**config.mk**
```make
export PLATFORM = sky130hd
export DESIGN_NAME = mem_req_arbiter_flat
export DESIGN_NICKNAME = d
export VERILOG_FILES = /design/src/rtl/mem_req_arbiter_if.sv /design/src/rtl/mem_req_arbiter.sv /design/src/flat_wrapper.sv
export SDC_FILE = /design/constraint.sdc
export NUM_CORES = 1
export LEC_CHECK = 0
export BUFFER_PORTS_ARGS = -buffer_cell sky130_fd_sc_hd__clkbuf_2
export CORE_MARGIN = 4
export CORE_UTILIZATION = 51
export DETAILED_ROUTE_END_ITERATION = 12
export PLACE_DENSITY = 0.87
export SLEW_MARGIN = 10
export SYNTH_ARGS = -nofsm -noshare
export SYNTH_HDL_FRONTEND = slang
export SYNTH_SLANG_ARGS = --single-unit
```
**constraint.sdc**
```tcl
create_clock -name clk_in -period 5.45 [get_ports clk_in]
set_input_delay 0.2725 -clock clk_in [delete_from_list [all_inputs] [get_ports clk_in]]
set_output_delay 0.2725 -clock clk_in [all_outputs]
set_load 0.05 [all_outputs]
```
**src/rtl/mem_req_arbiter_if.sv**
```systemverilog
// Bus bundle between the arbiter, its two requesters (IFetch, LSB) and MemController.
// master = arbiter view, slave = environment (requesters + MemController) view.
interface mem_req_arbiter_if;
    logic        if_req;
    logic [31:0] if_addr;
    logic        if_done;
    logic [31:0] if_inst;

    logic        lsb_req;
    logic        lsb_wr;
    logic [1:0]  lsb_len;
    logic [31:0] lsb_addr;
    logic [31:0] lsb_wdata;
    logic        lsb_done;
    logic [31:0] lsb_rdata;

    logic        mc_req;
    logic        mc_wr;
    logic [1:0]  mc_len;
    logic [31:0] mc_addr;
    logic [31:0] mc_wdata;
    logic        mc_done;
    logic [31:0] mc_rdata;

    modport master (
        input  if_req, if_addr,
        output if_done, if_inst,
        input  lsb_req, lsb_wr, lsb_len, lsb_addr, lsb_wdata,
        output lsb_done, lsb_rdata,
        output mc_req, mc_wr, mc_len, mc_addr, mc_wdata,
        input  mc_done, mc_rdata
    );

    modport slave (
        output if_req, if_addr,
        input  if_done, if_inst,
        output lsb_req, lsb_wr, lsb_len, lsb_addr, lsb_wdata,
        input  lsb_done, lsb_rdata,
        input  mc_req, mc_wr, mc_len, mc_addr, mc_wdata,
        output mc_done, mc_rdata
    );
endinterface

```
**src/rtl/mem_req_arbiter.sv**
```systemverilog
// Round-robin arbiter sharing the MemController request port between IFetch and the LSB,
// with I/O store gating on a full UART buffer and flush-driven discard of speculative reads.
module mem_req_arbiter (
    input  logic                    clk_in,
    input  logic                    rst_in,
    input  logic                    rdy_in,
    input  logic                    flush_in,
    input  logic                    io_buffer_full,
    mem_req_arbiter_if.master       bus
);
    typedef enum logic [1:0] {ST_IDLE, ST_ISSUE, ST_RESP} state_e;

    state_e      state_q, state_d;
    logic        rr_lsb_q, rr_lsb_d;     // 1 when LSB wins the next tie
    logic        drop_q, drop_d;
    logic        gnt_lsb_q, gnt_lsb_d;
    logic        mc_req_q, mc_req_d;
    logic        mc_wr_q, mc_wr_d;
    logic [1:0]  mc_len_q, mc_len_d;
    logic [31:0] mc_addr_q, mc_addr_d;
    logic [31:0] mc_wdata_q, mc_wdata_d;
    logic        if_done_q, if_done_d;
    logic [31:0] if_inst_q, if_inst_d;
    logic        lsb_done_q, lsb_done_d;
    logic [31:0] lsb_rdata_q, lsb_rdata_d;

    logic        if_elig, ld_elig, st_elig, lsb_elig, pick_lsb, io_store;
    logic        flush_hits;
    logic [31:0] rdata_ext;

    assign io_store = bus.lsb_addr[17:16] == 2'b11;
    assign if_elig  = bus.if_req && !flush_in;
    assign ld_elig  = bus.lsb_req && !bus.lsb_wr && !flush_in;
    // Stores are already committed, so only the UART back-pressure can hold them.
    assign st_elig  = bus.lsb_req && bus.lsb_wr && !(io_buffer_full && io_store);
    assign lsb_elig = ld_elig || st_elig;
    assign pick_lsb = lsb_elig && (!if_elig || rr_lsb_q);
    assign flush_hits = flush_in && !(gnt_lsb_q && mc_wr_q);

    always_comb begin
        case (mc_len_q)
            2'b00:   rdata_ext = {24'b0, bus.mc_rdata[7:0]};
            2'b01:   rdata_ext = {16'b0, bus.mc_rdata[15:0]};
            default: rdata_ext = bus.mc_rdata;
        endcase
    end

    always_comb begin
        state_d     = state_q;
        rr_lsb_d    = rr_lsb_q;
        drop_d      = drop_q;
        gnt_lsb_d   = gnt_lsb_q;
        mc_req_d    = mc_req_q;
        mc_wr_d     = mc_wr_q;
        mc_len_d    = mc_len_q;
        mc_addr_d   = mc_addr_q;
        mc_wdata_d  = mc_wdata_q;
        if_done_d   = if_done_q;
        if_inst_d   = if_inst_q;
        lsb_done_d  = lsb_done_q;
        lsb_rdata_d = lsb_rdata_q;

        if (rdy_in) begin
            if_done_d  = 1'b0;
            lsb_done_d = 1'b0;
            case (state_q)
                ST_IDLE: begin
                    if (if_elig || lsb_elig) begin
                        if (if_elig && lsb_elig) rr_lsb_d = !pick_lsb;
                        gnt_lsb_d = pick_lsb;
                        mc_req_d  = 1'b1;
                        state_d   = ST_ISSUE;
                        if (pick_lsb) begin
                            mc_wr_d    = bus.lsb_wr;
                            mc_len_d   = (bus.lsb_len == 2'b10) ? 2'b11 : bus.lsb_len;
                            mc_addr_d  = bus.lsb_addr;
                            mc_wdata_d = bus.lsb_wdata;
                        end else begin
                            mc_wr_d    = 1'b0;
                            mc_len_d   = 2'b11;
                            mc_addr_d  = bus.if_addr;
                            mc_wdata_d = 32'b0;
                        end
                    end
                end
                ST_ISSUE: begin
                    // A flush landing in the same cycle as mc_done still discards the result.
                    drop_d = drop_q || flush_hits;
                    if (bus.mc_done) begin
                        mc_req_d = 1'b0;
                        if (drop_q || flush_hits) begin
                            drop_d  = 1'b0;
                            state_d = ST_IDLE;
                        end else begin
                            state_d = ST_RESP;
                            if (gnt_lsb_q) begin
                                lsb_rdata_d = rdata_ext;
                                lsb_done_d  = 1'b1;
                            end else begin
                                if_inst_d = bus.mc_rdata;
                                if_done_d = 1'b1;
                            end
                        end
                    end
                end
                ST_RESP: state_d = ST_IDLE;
                default: state_d = ST_IDLE;
            endcase
        end
    end

    always_ff @(posedge clk_in or negedge rst_in) begin
        if (!rst_in) begin
            state_q     <= ST_IDLE;
            rr_lsb_q    <= 1'b0;
            drop_q      <= 1'b0;
            gnt_lsb_q   <= 1'b0;
            mc_req_q    <= 1'b0;
            mc_wr_q     <= 1'b0;
            mc_len_q    <= 2'b00;
            mc_addr_q   <= 32'b0;
            mc_wdata_q  <= 32'b0;
            if_done_q   <= 1'b0;
            if_inst_q   <= 32'b0;
            lsb_done_q  <= 1'b0;
            lsb_rdata_q <= 32'b0;
        end else begin
            state_q     <= state_d;
            rr_lsb_q    <= rr_lsb_d;
            drop_q      <= drop_d;
            gnt_lsb_q   <= gnt_lsb_d;
            mc_req_q    <= mc_req_d;
            mc_wr_q     <= mc_wr_d;
            mc_len_q    <= mc_len_d;
            mc_addr_q   <= mc_addr_d;
            mc_wdata_q  <= mc_wdata_d;
            if_done_q   <= if_done_d;
            if_inst_q   <= if_inst_d;
            lsb_done_q  <= lsb_done_d;
            lsb_rdata_q <= lsb_rdata_d;
        end
    end

    assign bus.mc_req    = mc_req_q;
    assign bus.mc_wr     = mc_wr_q;
    assign bus.mc_len    = mc_len_q;
    assign bus.mc_addr   = mc_addr_q;
    assign bus.mc_wdata  = mc_wdata_q;
    assign bus.if_done   = if_done_q;
    assign bus.if_inst   = if_inst_q;
    assign bus.lsb_done  = lsb_done_q;
    assign bus.lsb_rdata = lsb_rdata_q;
endmodule

```
**src/flat_wrapper.sv**
```systemverilog
// flat-port wrapper written by rule: the top's interface ports become plain ports
module mem_req_arbiter_flat 
  (clk_in, rst_in, rdy_in, flush_in, io_buffer_full, bus_if_req, bus_if_addr, bus_if_done, bus_if_inst, bus_lsb_req, bus_lsb_wr, bus_lsb_len, bus_lsb_addr, bus_lsb_wdata, bus_lsb_done, bus_lsb_rdata, bus_mc_req, bus_mc_wr, bus_mc_len, bus_mc_addr, bus_mc_wdata, bus_mc_done, bus_mc_rdata);
  mem_req_arbiter_if bus_i ();
  input  logic clk_in;
  input  logic rst_in;
  input  logic rdy_in;
  input  logic flush_in;
  input  logic io_buffer_full;
  input wire logic [$bits(bus_i.if_req)-1:0] bus_if_req;
  input wire logic [$bits(bus_i.if_addr)-1:0] bus_if_addr;
  output wire logic [$bits(bus_i.if_done)-1:0] bus_if_done;
  output wire logic [$bits(bus_i.if_inst)-1:0] bus_if_inst;
  input wire logic [$bits(bus_i.lsb_req)-1:0] bus_lsb_req;
  input wire logic [$bits(bus_i.lsb_wr)-1:0] bus_lsb_wr;
  input wire logic [$bits(bus_i.lsb_len)-1:0] bus_lsb_len;
  input wire logic [$bits(bus_i.lsb_addr)-1:0] bus_lsb_addr;
  input wire logic [$bits(bus_i.lsb_wdata)-1:0] bus_lsb_wdata;
  output wire logic [$bits(bus_i.lsb_done)-1:0] bus_lsb_done;
  output wire logic [$bits(bus_i.lsb_rdata)-1:0] bus_lsb_rdata;
  output wire logic [$bits(bus_i.mc_req)-1:0] bus_mc_req;
  output wire logic [$bits(bus_i.mc_wr)-1:0] bus_mc_wr;
  output wire logic [$bits(bus_i.mc_len)-1:0] bus_mc_len;
  output wire logic [$bits(bus_i.mc_addr)-1:0] bus_mc_addr;
  output wire logic [$bits(bus_i.mc_wdata)-1:0] bus_mc_wdata;
  input wire logic [$bits(bus_i.mc_done)-1:0] bus_mc_done;
  input wire logic [$bits(bus_i.mc_rdata)-1:0] bus_mc_rdata;
  assign bus_i.if_req = bus_if_req;
  assign bus_i.if_addr = bus_if_addr;
  assign bus_if_done = bus_i.if_done;
  assign bus_if_inst = bus_i.if_inst;
  assign bus_i.lsb_req = bus_lsb_req;
  assign bus_i.lsb_wr = bus_lsb_wr;
  assign bus_i.lsb_len = bus_lsb_len;
  assign bus_i.lsb_addr = bus_lsb_addr;
  assign bus_i.lsb_wdata = bus_lsb_wdata;
  assign bus_lsb_done = bus_i.lsb_done;
  assign bus_lsb_rdata = bus_i.lsb_rdata;
  assign bus_mc_req = bus_i.mc_req;
  assign bus_mc_wr = bus_i.mc_wr;
  assign bus_mc_len = bus_i.mc_len;
  assign bus_mc_addr = bus_i.mc_addr;
  assign bus_mc_wdata = bus_i.mc_wdata;
  assign bus_i.mc_done = bus_mc_done;
  assign bus_i.mc_rdata = bus_mc_rdata;
  mem_req_arbiter u_core (.clk_in(clk_in), .rst_in(rst_in), .rdy_in(rdy_in), .flush_in(flush_in), .io_buffer_full(io_buffer_full), .bus(bus_i));
endmodule
```
### Yosys cells after proc, flatten, opt, wreduce, memory -nomap -nowiden

Index checks and enable logic that the tools add are counted.
Widths: inputs -> output; s select.

| word-level totals | value |
|---|---|
| register bits after elaboration | 139 |
| input bits | 139 |
| output and inout port bits | 134 |
| logic and storage cells | 73 |

| operators by class | value |
|---|---|
| equality and inequality tests | 6 |
| multiplexer cells | 22 |
| bitwise operators | 2 |
| reduce and logical (&&, ||, !) cells | 30 |

Operators by type and width:

| cell | number |
|---|---|
| $mux 32 | 2 |
| $pmux 32 s2 | 1 |
| $mux 1 | 12 |
| $logic_and 1x1->1 | 10 |
| $mux 2 | 5 |
| $reduce_and 5->1 | 2 |
| $reduce_and 4->1 | 2 |
| $logic_not 1->1 | 6 |
| $reduce_and 3->1 | 2 |
| $eq 2x1->1 const B | 2 |
| $eq 2x2->1 const B | 2 |
| $logic_not 2->1 | 2 |
| $logic_or 1x1->1 | 4 |
| $pmux 2 s2 | 1 |
| $ne 2x1->1 const B | 1 |
| $ne 2x2->1 const B | 1 |
| $not 1->1 | 2 |
| $pmux 1 s2 | 1 |
| $reduce_and 2->1 | 1 |
| $reduce_bool 2->1 | 1 |

### Logic depth before layout (Yosys ltp)

Gate-level depths: netlist of the first run.

| depth | value |
|---|---|
| depth after elaboration | 8 |
| gate-level depth with buffers | 7 |
| mapped depth without buffers | 4 |

### Least setup slack after synthesis of the first run

OpenSTA, ideal clock, no wires.

| timing path | value |
|---|---|
| path type | reg-to-reg |
| start | register u_core.mc_wr_q, in the netlist u_core.bus.mc_wr |
| end | register u_core.if_inst_q[10], in the netlist u_core.bus.if_inst[10] |
| library setup time | 125 ps |
| data arrival time | 1996 ps |
| required time | 5325 ps |
| path slack | 3329 ps |
| cell stages (with the launch flop) | 7 |
| path buffers | 2 |
| clock period less this slack | 2121 ps |
| cell sequence | dfrtp_1 -> nand2_1 -> a2111oi_4 -> nor2b_1 -> buf_4 -> buf_6 -> mux2_2 |

| between the ends | value |
|---|---|
| cells in the longest elaborated chain, start to end | 6 |

RTL lines:

| element | RTL line | RTL |
|---|---|---|
| from (decl) | mem_req_arbiter.sv:18 | `logic mc_wr_q, mc_wr_d;` |
| from (signal assigned) | mem_req_arbiter.sv:133 | `mc_wr_q <= mc_wr_d;` |
| $logic_and 1x1->1 | mem_req_arbiter.sv:38 | `assign flush_hits = flush_in && !(gnt_lsb_q && mc_wr_q);` |
| $logic_not 1->1 | mem_req_arbiter.sv:38 |  |
| $logic_and 1x1->1 | mem_req_arbiter.sv:38 |  |
| $logic_or 1x1->1 | mem_req_arbiter.sv:91 | `if (drop_q \|\| flush_hits) begin` |
| $not 1->1 (no line) | - |  |
| $reduce_and 5->1 (no line) | - |  |
| to (signal assigned) | mem_req_arbiter.sv:138 | `if_inst_q <= if_inst_d;` |
| to (decl) | mem_req_arbiter.sv:23 | `logic [31:0] if_inst_q, if_inst_d;` |

No other way between the ends.
A chain may end at the register's enable or synchronous reset.

### Worst setup path after layout of the first run

| timing path | value |
|---|---|
| start | register u_core.state_q[0] |
| end | register u_core.if_inst_q[14], in the netlist u_core.bus.if_inst[14] |

| between the ends | value |
|---|---|
| cells in the longest elaborated chain, start to end | 2 |

RTL lines:

| element | RTL line | RTL |
|---|---|---|
| from (decl) | mem_req_arbiter.sv:13 | `state_e state_q, state_d;` |
| from (signal assigned) | mem_req_arbiter.sv:128 | `state_q <= state_d;` |
| $eq 2x1->1 | mem_req_arbiter.sv:66 | `case (state_q)` |
| $reduce_and 5->1 (no line) | - |  |

No other way between the ends.

==> impl_metrics.json, run 1 <==
{
  "grt_max_degree": 74,
  "cp.required_ns": 5.74,
  "p_sw_uw": 2840,
  "status": "finished clean",
  "syn_avg_cell_area_um2": 13.1,
  "core_area_um2": 12100,
  "final_cell_mix": "clkbuf_2, dfrtp_1, inv_1",
  "startpoint_type": "flip-flop",
  "finalHoldViolations": 0,
  "cts_resized": 0,
  "antenna_found_initial": 0,
  "ys_seq_elements": 139,
  "power_frac_seq": 0.311,
  "cts.clk_slew.worst_paths_ns": 0.05,
  "post_dp_cell_area_um2": 7720,
  "first_iter_violations": 291,
  "arrival_ns": 2.85,
  "clock_sinks": 139,
  "top_layer_used": "met4",
  "tns_ns": 0,
  "relSlewSlack": 0.333,
  "clk_latency_ns": 0.41,
  "total_leakage_power_uw": 0.00454,
  "fin_crit_sh": 0.470,
  "gr-total-overflow": 0,
  "grtUsageTotal": 0.228,
  "viasPerCell": 5.01,
  "fillCellCount": 832,
  "drive_gt1_frac": 0.540,
  "cts_tree": "yes",
  "clock-skew-final_ns": 0.00701,
  "io_pins": 273,
  "start_util": 0.521,
  "drt_pass1_iterations": 4,
  "syn-cell-area_um2": 6290,
  "n_antenna_cell": 0,
  "clock_path_buffers": 2,
  "die_h_um": 119,
  "syn_to_final_growth_pct": 31.9,
  "comb_power_share": 0.499,
  "route.met3.wl_mm": 1.27,
  "fin_area_um2": 8300,
  "cts-root-buf": "clkbuf_16",
  "ir_worst_vdd_mv": 0.437,
  "row_count": 40,
  "grt_pass1_wl_mm": 25.5,
  "vias": 4667,
  "synthCells": 479,
  "power_density_nw_per_um2": 697,
  "die_area_um2": 14200,
  "tightest_slew_ns": 0.997,
  "wl_mm": 15.9,
  "finalWorstPathRequiredPeriod_ns": 2.56,
  "m1WireLength_mm": 5.95,
  "swShare": 0.491,
  "worstSetupPathType": "reg -> reg",
  "yosys_warnings": 0,
  "ant_nets": 0,
  "layout_commonest_cell": "clkbuf_2",
  "hp-class": "in -> reg",
  "synth-seq-area-share": 0.553,
  "dieWidth_um": 119,
  "wl_per_cell_um": 17.1,
  "max_cap_violations": 0,
  "hpwl_mm": 12.0,
  "setup_viol": 0,
  "syn_nets": 618,
  "port_buffers": 272,
  "maxSlewViolCount": 0,
  "cts_made_buffers": 17,
  "p_int_uw": 2940,
  "cts_max_level": 4,
  "grt_pass1_vias": 5056,
  "synthDistinctLibCells": 35,
  "gp_congestion": 0.854,
  "fin_nets": 889,
  "met2WireLength_mm": 8.40,
  "cp_max_fo": 33,
  "fmax_ghz": 0.390,
  "drc_errors": 0,
  "clkPwrFrac": 0.190,
  "end_kind": "flip-flop",
  "rsz0062_at_grt": "false"
}
-- worst paths after layout --
kind / start / end / slack, ns / cells past startpoint
max in group asynchronous: rst_in / u_core.bus.if_inst[20] / 3.66 / 3
worst min register to register: u_core.bus.mc_addr[17] / u_core.bus.mc_addr[17] / 0.49 / 1
min in group asynchronous: rst_in / u_core.bus.if_inst[14] / 0.44 / 2
worst max register to register: u_core.state_q[0] / u_core.bus.if_inst[14] / 2.89 / 4
worst max-delay path: u_core.state_q[0] / u_core.bus.if_inst[14] / 2.89 / 4
worst min-delay path: bus_lsb_wdata[3] / u_core.bus.mc_wdata[3] / 0.09 / 3
-- metal layers --
| metal | vias to the layer above | track usage |
|---|---|---|
| li1 | 2132 | - |
| met1 | 2296 | 0.259 |
| met2 | 219 | 0.410 |
| met3 | 20 | 0.0655 |
| met4 | 0 | 0.0760 |
| met5 | - | 0 |
-- per-stage QoR --
stage	hold WS (ns)	power (uW)	util	instances	worst slack (ns)
5_1_grt	0.0829	6030	0.688	931	2.77
3_5_place_dp	0.301	4700	0.640	898	2.91
4_1_cts	0.0666	5820	0.688	931	2.90
2_1_floorplan	-0.0231	3970	-	479	3.33
6_report	0.0881	5780	0.688	931	2.89
3_3_place_gp	0.290	4610	0.640	898	3.00
-- power by group through the flow --
| stage | Combinational [uW] | Clock (uW) | Sequential [uW] |
|---|---|---|---|
| 3_3_place_gp | 2840 | 0 | 1770 |
| 2_1_floorplan | 659 | 0 | 3310 |
| 5_1_grt | 3010 | 1170 | 1850 |
| 4_1_cts | 2910 | 1120 | 1800 |
| 3_5_place_dp | 2900 | 0 | 1800 |
| 6_report | 2880 | 1100 | 1800 |
-- cell families (layout without fill, tap and decap cells) --
family,count (synthesis),after routing,synth area share
muxes,164,164,0.308
DFF,139,139,0.553
buffers and inverters,87,371,0.0672
and+or+nand+nor,74,74,0.0505
AOI/OAI and AO/OA,14,14,0.0201
xor gates and xnor gates,1,1,0.00139
-- what timing repair did --
item | 4_1_cts | 5_1_grt
hold buffers | 1 | 0
hold endpoints to repair | 66 | 0
buffers inserted | 0 | 0
-- cell usage after synthesis (all sizes together) --
master   instances  area share
o21bai           1      0.0012
o2111a           1      0.0018
a21oi            2      0.0016
nor3             2      0.0024
nand2b           4      0.0052
or2              1      0.0010
o2111ai          1      0.0014
a32oi            1      0.0014
a2111oi          1      0.0044
nor2b            1      0.0010
mux2           106        0.22
nand2           61       0.037
o21ai            1     0.00079
dfrtp          139        0.55
o31a             1      0.0014
inv             62       0.037
xnor2            1      0.0014
clkbuf           2      0.0012
nor2             2      0.0012
buf             23       0.029
a22o             1      0.0014
mux2i           58       0.092
a311oi           1      0.0014
nand4            2      0.0020
o22ai            1      0.0010
or3              1      0.0010
a21o             2      0.0024
-- registers in the layout, indices dropped and copies added, names as in the netlist --
name	flops
u_core.bus.mc_wdata	32
u_core.bus.lsb_rdata	32
u_core.bus.if_inst	32
u_core.drop_q	1
u_core.rr_lsb_q	1
u_core.gnt_lsb_q	1
u_core.bus.mc_len	2
u_core.bus.lsb_done	1
u_core.bus.mc_addr	32
u_core.bus.mc_wr	1
u_core.bus.if_done	1
u_core.state_q	2
u_core.bus.mc_req	1
-- cell type report --
| cell class | instances | area [um^2] | area share |
|---|---|---|---|
| clock buffer | 23 | 468 | 0.0564 |
| clock inverter | 9 | 95.1 | 0.0115 |
| inverter | 62 | 233 | 0.0281 |
| multi-input combinational | 253 | 2400 | 0.290 |
| sequential | 139 | 3480 | 0.419 |
| tap | 168 | 210 | 0.0253 |
| timing repair buffer | 277 | 1410 | 0.170 |
-- critical path: stages, from the launching register on --
cell	delay, ns
dfrtp_1	0.53
nand2_1	0.15
a2111oi_4	0.43
nor2b_4	0.88
mux2_2	0.43
No activity file was read; power rests on OpenSTA's default activity.
==> inputs of run 2 (changes only) <==
--- a/config.mk
+++ b/config.mk
@@ -7,9 +7,9 @@
 export LEC_CHECK = 0
 export BUFFER_PORTS_ARGS = -buffer_cell sky130_fd_sc_hd__clkbuf_2
 export CORE_MARGIN = 4
-export CORE_UTILIZATION = 51
+export CORE_UTILIZATION = 43
 export DETAILED_ROUTE_END_ITERATION = 12
-export PLACE_DENSITY = 0.87
+export PLACE_DENSITY = 0.78
 export SLEW_MARGIN = 10
 export SYNTH_ARGS = -nofsm -noshare
 export SYNTH_HDL_FRONTEND = slang
==> constraint.sdc (replaced) <==
create_clock -name clk_in -period 2.1 [get_ports clk_in]
set_input_delay 0.105 -clock clk_in [delete_from_list [all_inputs] [get_ports clk_in]]
set_output_delay 0.105 -clock clk_in [all_outputs]
set_load 0.05 [all_outputs]
==> impl_metrics.json, run 2 (same netlist as run 1, synthesis figures left out) <==
{
  "status": "finished clean",
  "post-cts-setup-buffers": 0,
  "grt_max_degree": 62,
  "grt_pass1_wl_mm": 25.8,
  "fin_nets": 967,
  "ant_nets": 0,
  "vias": 4820,
  "wl_per_cell_um": 15.7,
  "grt_pass1_vias": 5192,
  "viasPerCell": 4.72,
  "setup_slack_ns": 0.165,
  "postCtsHoldBufs": 71,
  "cpPeakStageDelay_ns": 0.42,
  "startpoint_type": "flip-flop",
  "first_iter_violations": 152,
  "end_kind": "flip-flop",
  "clock_path_buffers": 2,
  "rsz0062_at_grt": "false",
  "dieWidth_um": 129,
  "worst-path-buf-inv": 1,
  "gp_congestion": 0.791,
  "relSlewSlack": 0.621,
  "cts_max_level": 4,
  "fmax_ghz": 0.517,
  "cp.required_ns": 2.39,
  "hp-class": "in -> reg",
  "fin_crit_sh": 0.922,
  "row_count": 43,
  "clock_sinks": 139,
  "min_from": "bus_if_addr[24]",
  "layout_commonest_cell": "clkbuf_2",
  "cts_tree": "yes",
  "arrival_ns": 2.22,
  "r2r_start": "u_core.gnt_lsb_q",
  "max_cap_violations": 0,
  "fillCellCount": 1038,
  "grtUsageTotal": 0.197,
  "wl_mm": 16.1,
  "fin_area_um2": 9220,
  "cts_made_buffers": 17,
  "ir_worst_vdd_mv": 1.08,
  "power_density_nw_per_um2": 1670,
  "finalWorstPathRequiredPeriod_ns": 1.94,
  "place_ws_ns": 0.175,
  "tightest_slew_ns": 0.569,
  "startpoint": "u_core.gnt_lsb_q",
  "antenna_found_initial": 0,
  "post_dp_cell_area_um2": 7880,
  "cts_resized": 0,
  "gr-total-overflow": 0,
  "syn_to_final_growth_pct": 46.6,
  "clock-skew-final_ns": 0.00762,
  "drc_errors": 0,
  "cp_max_fo": 33,
  "hpwl_mm": 11.2,
  "setup_viol": 0,
  "drive_gt1_frac": 0.502,
  "clk_latency_ns": 0.41,
  "worstSetupPathType": "reg -> reg",
  "path_delay_family": "compound AO/OA/AOI/OAI gates",
  "maxSlewViolCount": 0,
  "io_pins": 273,
  "drt_pass1_iterations": 4,
  "cts.clk_slew.worst_paths_ns": 0.06,
  "die_h_um": 129,
  "cts-root-buf": "clkbuf_16",
  "port_buffers": 272,
  "core_area_um2": 14100,
  "total_leakage_power_uw": 0.00492,
  "path_cells": "nand2_1 -> a2111oi_4 -> nor2b_2 -> buf_12 -> mux2_2",
  "final_cell_mix": "clkbuf_2, dfrtp_1, dlygate4sd3_1",
  "die_area_um2": 16600,
  "finalHoldViolations": 0,
  "slowest_stage": "a2111oi_4",
  "tns_ns": 0,
  "start_util": 0.446
}
run 2: changes by cell type in the layout (fill, tap and decap cells not counted), moves of 2 or more:
cell / before / now
buf_12: 0 / 7
bufinv_16: 2 / 4
clkbuf_1: 4 / 2
clkinv_2: 7 / 2
dlygate4sd3_1: 1 / 71
inv_6: 0 / 2
run 2: per-layer routing:
layer / up-vias / track usage / routed length (um)
li1: 2277 / - / -
met1: 2320 / 0.235 / 6420
met2: 203 / 0.346 / 8230
met3: 20 / 0.0577 / 1150
met4: 0 / 0.0574 / 240
met5: - / 0 / 0
run 2: final cells by class:
class                           instances  area (um^2)  area share
Sequential cell                       139         3480       0.377
Multi-Input combinational cell        253         2400       0.260
Timing Repair Buffer                  355         2260       0.245
Clock buffer                           21          460      0.0499
Inverter                               62          233      0.0252
Tap cell                              180          225      0.0244
Clock inverter                         10          164      0.0178
Antenna cell                            1         2.50    0.000271
run 2: power by group:
part	leakage (uW)	internal, uW	switching, uW
Clock	0.000304	2050	1070
Combinational	0.00295	2100	5600
Sequential	0.00167	3880	706
Total	0.00492	8020	7380
run 2: metrics by stage:
stage / std cells / util / hold WS, ns / total power (uW)
floorplan: 479 / - / -0.191 / 10300
finish: 1021 / 0.654 / 0.0477 / 15400
detailed placement: 918 / 0.559 / 0.127 / 12200
CTS: 1020 / 0.654 / 0.0241 / 15500
global placement: 918 / 0.559 / 0.129 / 12100
global route: 1020 / 0.654 / 0.0299 / 16100
run 2: path summary, 6_finish.rpt:
check	cells past startpoint	slack (ns)	endpoint
worst min-delay path	3	0.05	u_core.bus.mc_addr[24]
worst min register to register	1	0.50	u_core.bus.if_done
max in group asynchronous	3	1.20	u_core.bus.mc_wr
worst max register to register	5	0.16	u_core.bus.if_inst[6]
min in group asynchronous	2	0.26	u_core.bus.lsb_rdata[26]
worst max-delay path	5	0.16	u_core.bus.if_inst[6]
run 2: worst min-delay path: cells and delay by family:
family	cells	cell delay (ns)
buffers and inverters	1	0.07
multiplexers	2	0.24
==> inputs of run 3 (changes only) <==
--- a/config.mk
+++ b/config.mk
@@ -7,9 +7,10 @@
 export LEC_CHECK = 0
 export BUFFER_PORTS_ARGS = -buffer_cell sky130_fd_sc_hd__clkbuf_2
 export CORE_MARGIN = 4
-export CORE_UTILIZATION = 43
+export CORE_UTILIZATION = 35
+export CTS_BUF_LIST = sky130_fd_sc_hd__clkbuf_8
 export DETAILED_ROUTE_END_ITERATION = 12
-export PLACE_DENSITY = 0.78
+export PLACE_DENSITY = 0.66
 export SLEW_MARGIN = 10
 export SYNTH_ARGS = -nofsm -noshare
 export SYNTH_HDL_FRONTEND = slang
==> impl_metrics.json, run 3 (same netlist as run 1, synthesis figures left out) <==
{
  "drive_gt1_frac": 0.481,
  "relSlewSlack": 0.633,
  "dieWidth_um": 142,
  "cts-root-buf": "clkbuf_8",
  "fin_nets": 1018,
  "core_area_um2": 17500,
  "fin_hold_ws_ns": 0.0445,
  "gr-total-overflow": 0,
  "drt_pass1_iterations": 4,
  "start_util": 0.360,
  "rsz0062_at_grt": "false",
  "viasPerCell": 4.44,
  "grt_pass1_wl_mm": 28.3,
  "wl_per_cell_um": 15.6,
  "fmax_ghz": 0.539,
  "clock_path_buffers": 2,
  "drc_errors": 0,
  "row_count": 48,
  "die_area_um2": 20200,
  "fillCellCount": 1469,
  "final_cell_mix": "clkbuf_2, dfrtp_1, dlygate4sd3_1",
  "port_buffers": 272,
  "slowest_stage": "dlygate4sd3_1",
  "post_dp_cell_area_um2": 7970,
  "crit_top_cell": "buf_4",
  "cts_max_level": 4,
  "startpoint_type": "input pin",
  "placed_cells": 968,
  "startpoint": "bus_lsb_wr",
  "grt_max_degree": 57,
  "finalHoldViolations": 0,
  "fin_crit_sh": 0.883,
  "finalWorstPathRequiredPeriod_ns": 1.86,
  "die_h_um": 142,
  "tightest_slew_ns": 0.551,
  "clk_latency_ns": 0.43,
  "min_from": "bus_lsb_addr[1]",
  "layout_commonest_cell": "clkbuf_2",
  "max_cap_violations": 0,
  "setup_viol": 0,
  "first_iter_violations": 99,
  "cp.required_ns": 2.45,
  "grt_pass1_vias": 5633,
  "grtUsageTotal": 0.176,
  "fin_area_um2": 9550,
  "end_kind": "flip-flop",
  "hpwl_mm": 11.8,
  "cts_tree": "yes",
  "wl_mm": 17.4,
  "cts_made_buffers": 17,
  "antenna_found_initial": 2,
  "total_leakage_power_uw": 0.00504,
  "cp_max_fo": 16,
  "syn_to_final_growth_pct": 51.9,
  "ant_nets": 0,
  "hp-class": "in -> reg",
  "arrival_ns": 2.20,
  "gp_congestion": 0.743,
  "n_antenna_cell": 0,
  "fin_cells": 1115,
  "worstSetupPathType": "in -> reg",
  "tns_ns": 0,
  "status": "finished clean",
  "r2r_start": "u_core.bus.mc_wr",
  "cts.clk_slew.worst_paths_ns": 0.08,
  "path_cells": "dlygate4sd3_1 -> clkbuf_2 -> nand2b_1 -> a32oi_1 -> nor3_4 -> buf_4 -> buf_4 -> mux2i_1",
  "maxSlewViolCount": 0,
  "vias": 4950,
  "clock_sinks": 139,
  "io_pins": 273,
  "ir_worst_vdd_mv": 1.26,
  "clock-skew-final_ns": 0.0120,
  "cpPeakStageDelay_ns": 0.54,
  "power_density_nw_per_um2": 1530
}
run 3: cell count changes in the layout (fill, tap and decap cells not counted):
cell           change
dlygate4sd3_1     +46
clkbuf_8          +18
clkbuf_16         -17
buf_4              +6
clkbuf_1           -2
clkinvlp_4         +2
buf_12             -1
bufinv_16          -1
clkinv_4           -1
diode_2            -1
nor2b_2            -1
nor2b_4            +1
run 3: path summary, 6_finish.rpt:
check / slack (ns) / end / depth (start not counted)
worst max register to register: 0.27 / u_core.bus.if_inst[4] / 5
min in group asynchronous: 0.22 / u_core.bus.lsb_rdata[16] / 2
worst min-delay path: 0.04 / u_core.bus.mc_addr[1] / 3
worst max-delay path: 0.24 / u_core.bus.mc_wdata[5] / 8
max in group asynchronous: 1.26 / u_core.bus.lsb_rdata[3] / 3
worst min register to register: 0.48 / u_core.bus.if_done / 1
run 3: power breakdown:
group	switching [uW]	internal, uW	leakage [uW]
sequential	671	3870	0.00167
clock	1030	1260	0.000204
combinational	5640	2170	0.00316
total	7340	7300	0.00504
run 3: worst max-delay path, delay by kind of cell:
family	cells	cell delay (ns)
AND/OR/NAND/NOR	2	0.48
AO/OA/AOI/OAI	1	0.20
buffers and inverters	4	1.22
multiplexers	1	0.19
run 3: final cells by class:
type                    instances  area (um^2)  area share
multi-input cells             253         2400       0.252
well taps                     225          282      0.0295
inverters                      62          233      0.0244
clock buffers                  20          275      0.0288
flip-flops and latches        139         3480       0.364
repair buffers                406         2740       0.287
clock inverters                10          140      0.0147
run 3: timing repair:
action	in CTS	in global routing
resized for setup	0	0
endpoints found under the hold margin	182	0
buffers inserted	0	0
hold buffers	117	0
run 3: layer usage:
metal | vias to the layer above | GRT usage | part of all wire
met5 | - | 0 | 0.0016
met1 | 2320 | 0.208 | 0.41
li1 | 2380 | - | -
met4 | 4 | 0.0646 | 0.021
met2 | 218 | 0.295 | 0.48
met3 | 28 | 0.0638 | 0.089
run 3: through the flow:
stage                     utilization  setup WS [ns]  total power [uW]
final                           0.547          0.245             14600
after CTS                       0.547          0.226             14800
after floorplan                     -          0.140             10300
after global placement          0.456          0.292             12100
after detailed placement        0.456          0.264             12200
after global routing            0.547          0.120             15400
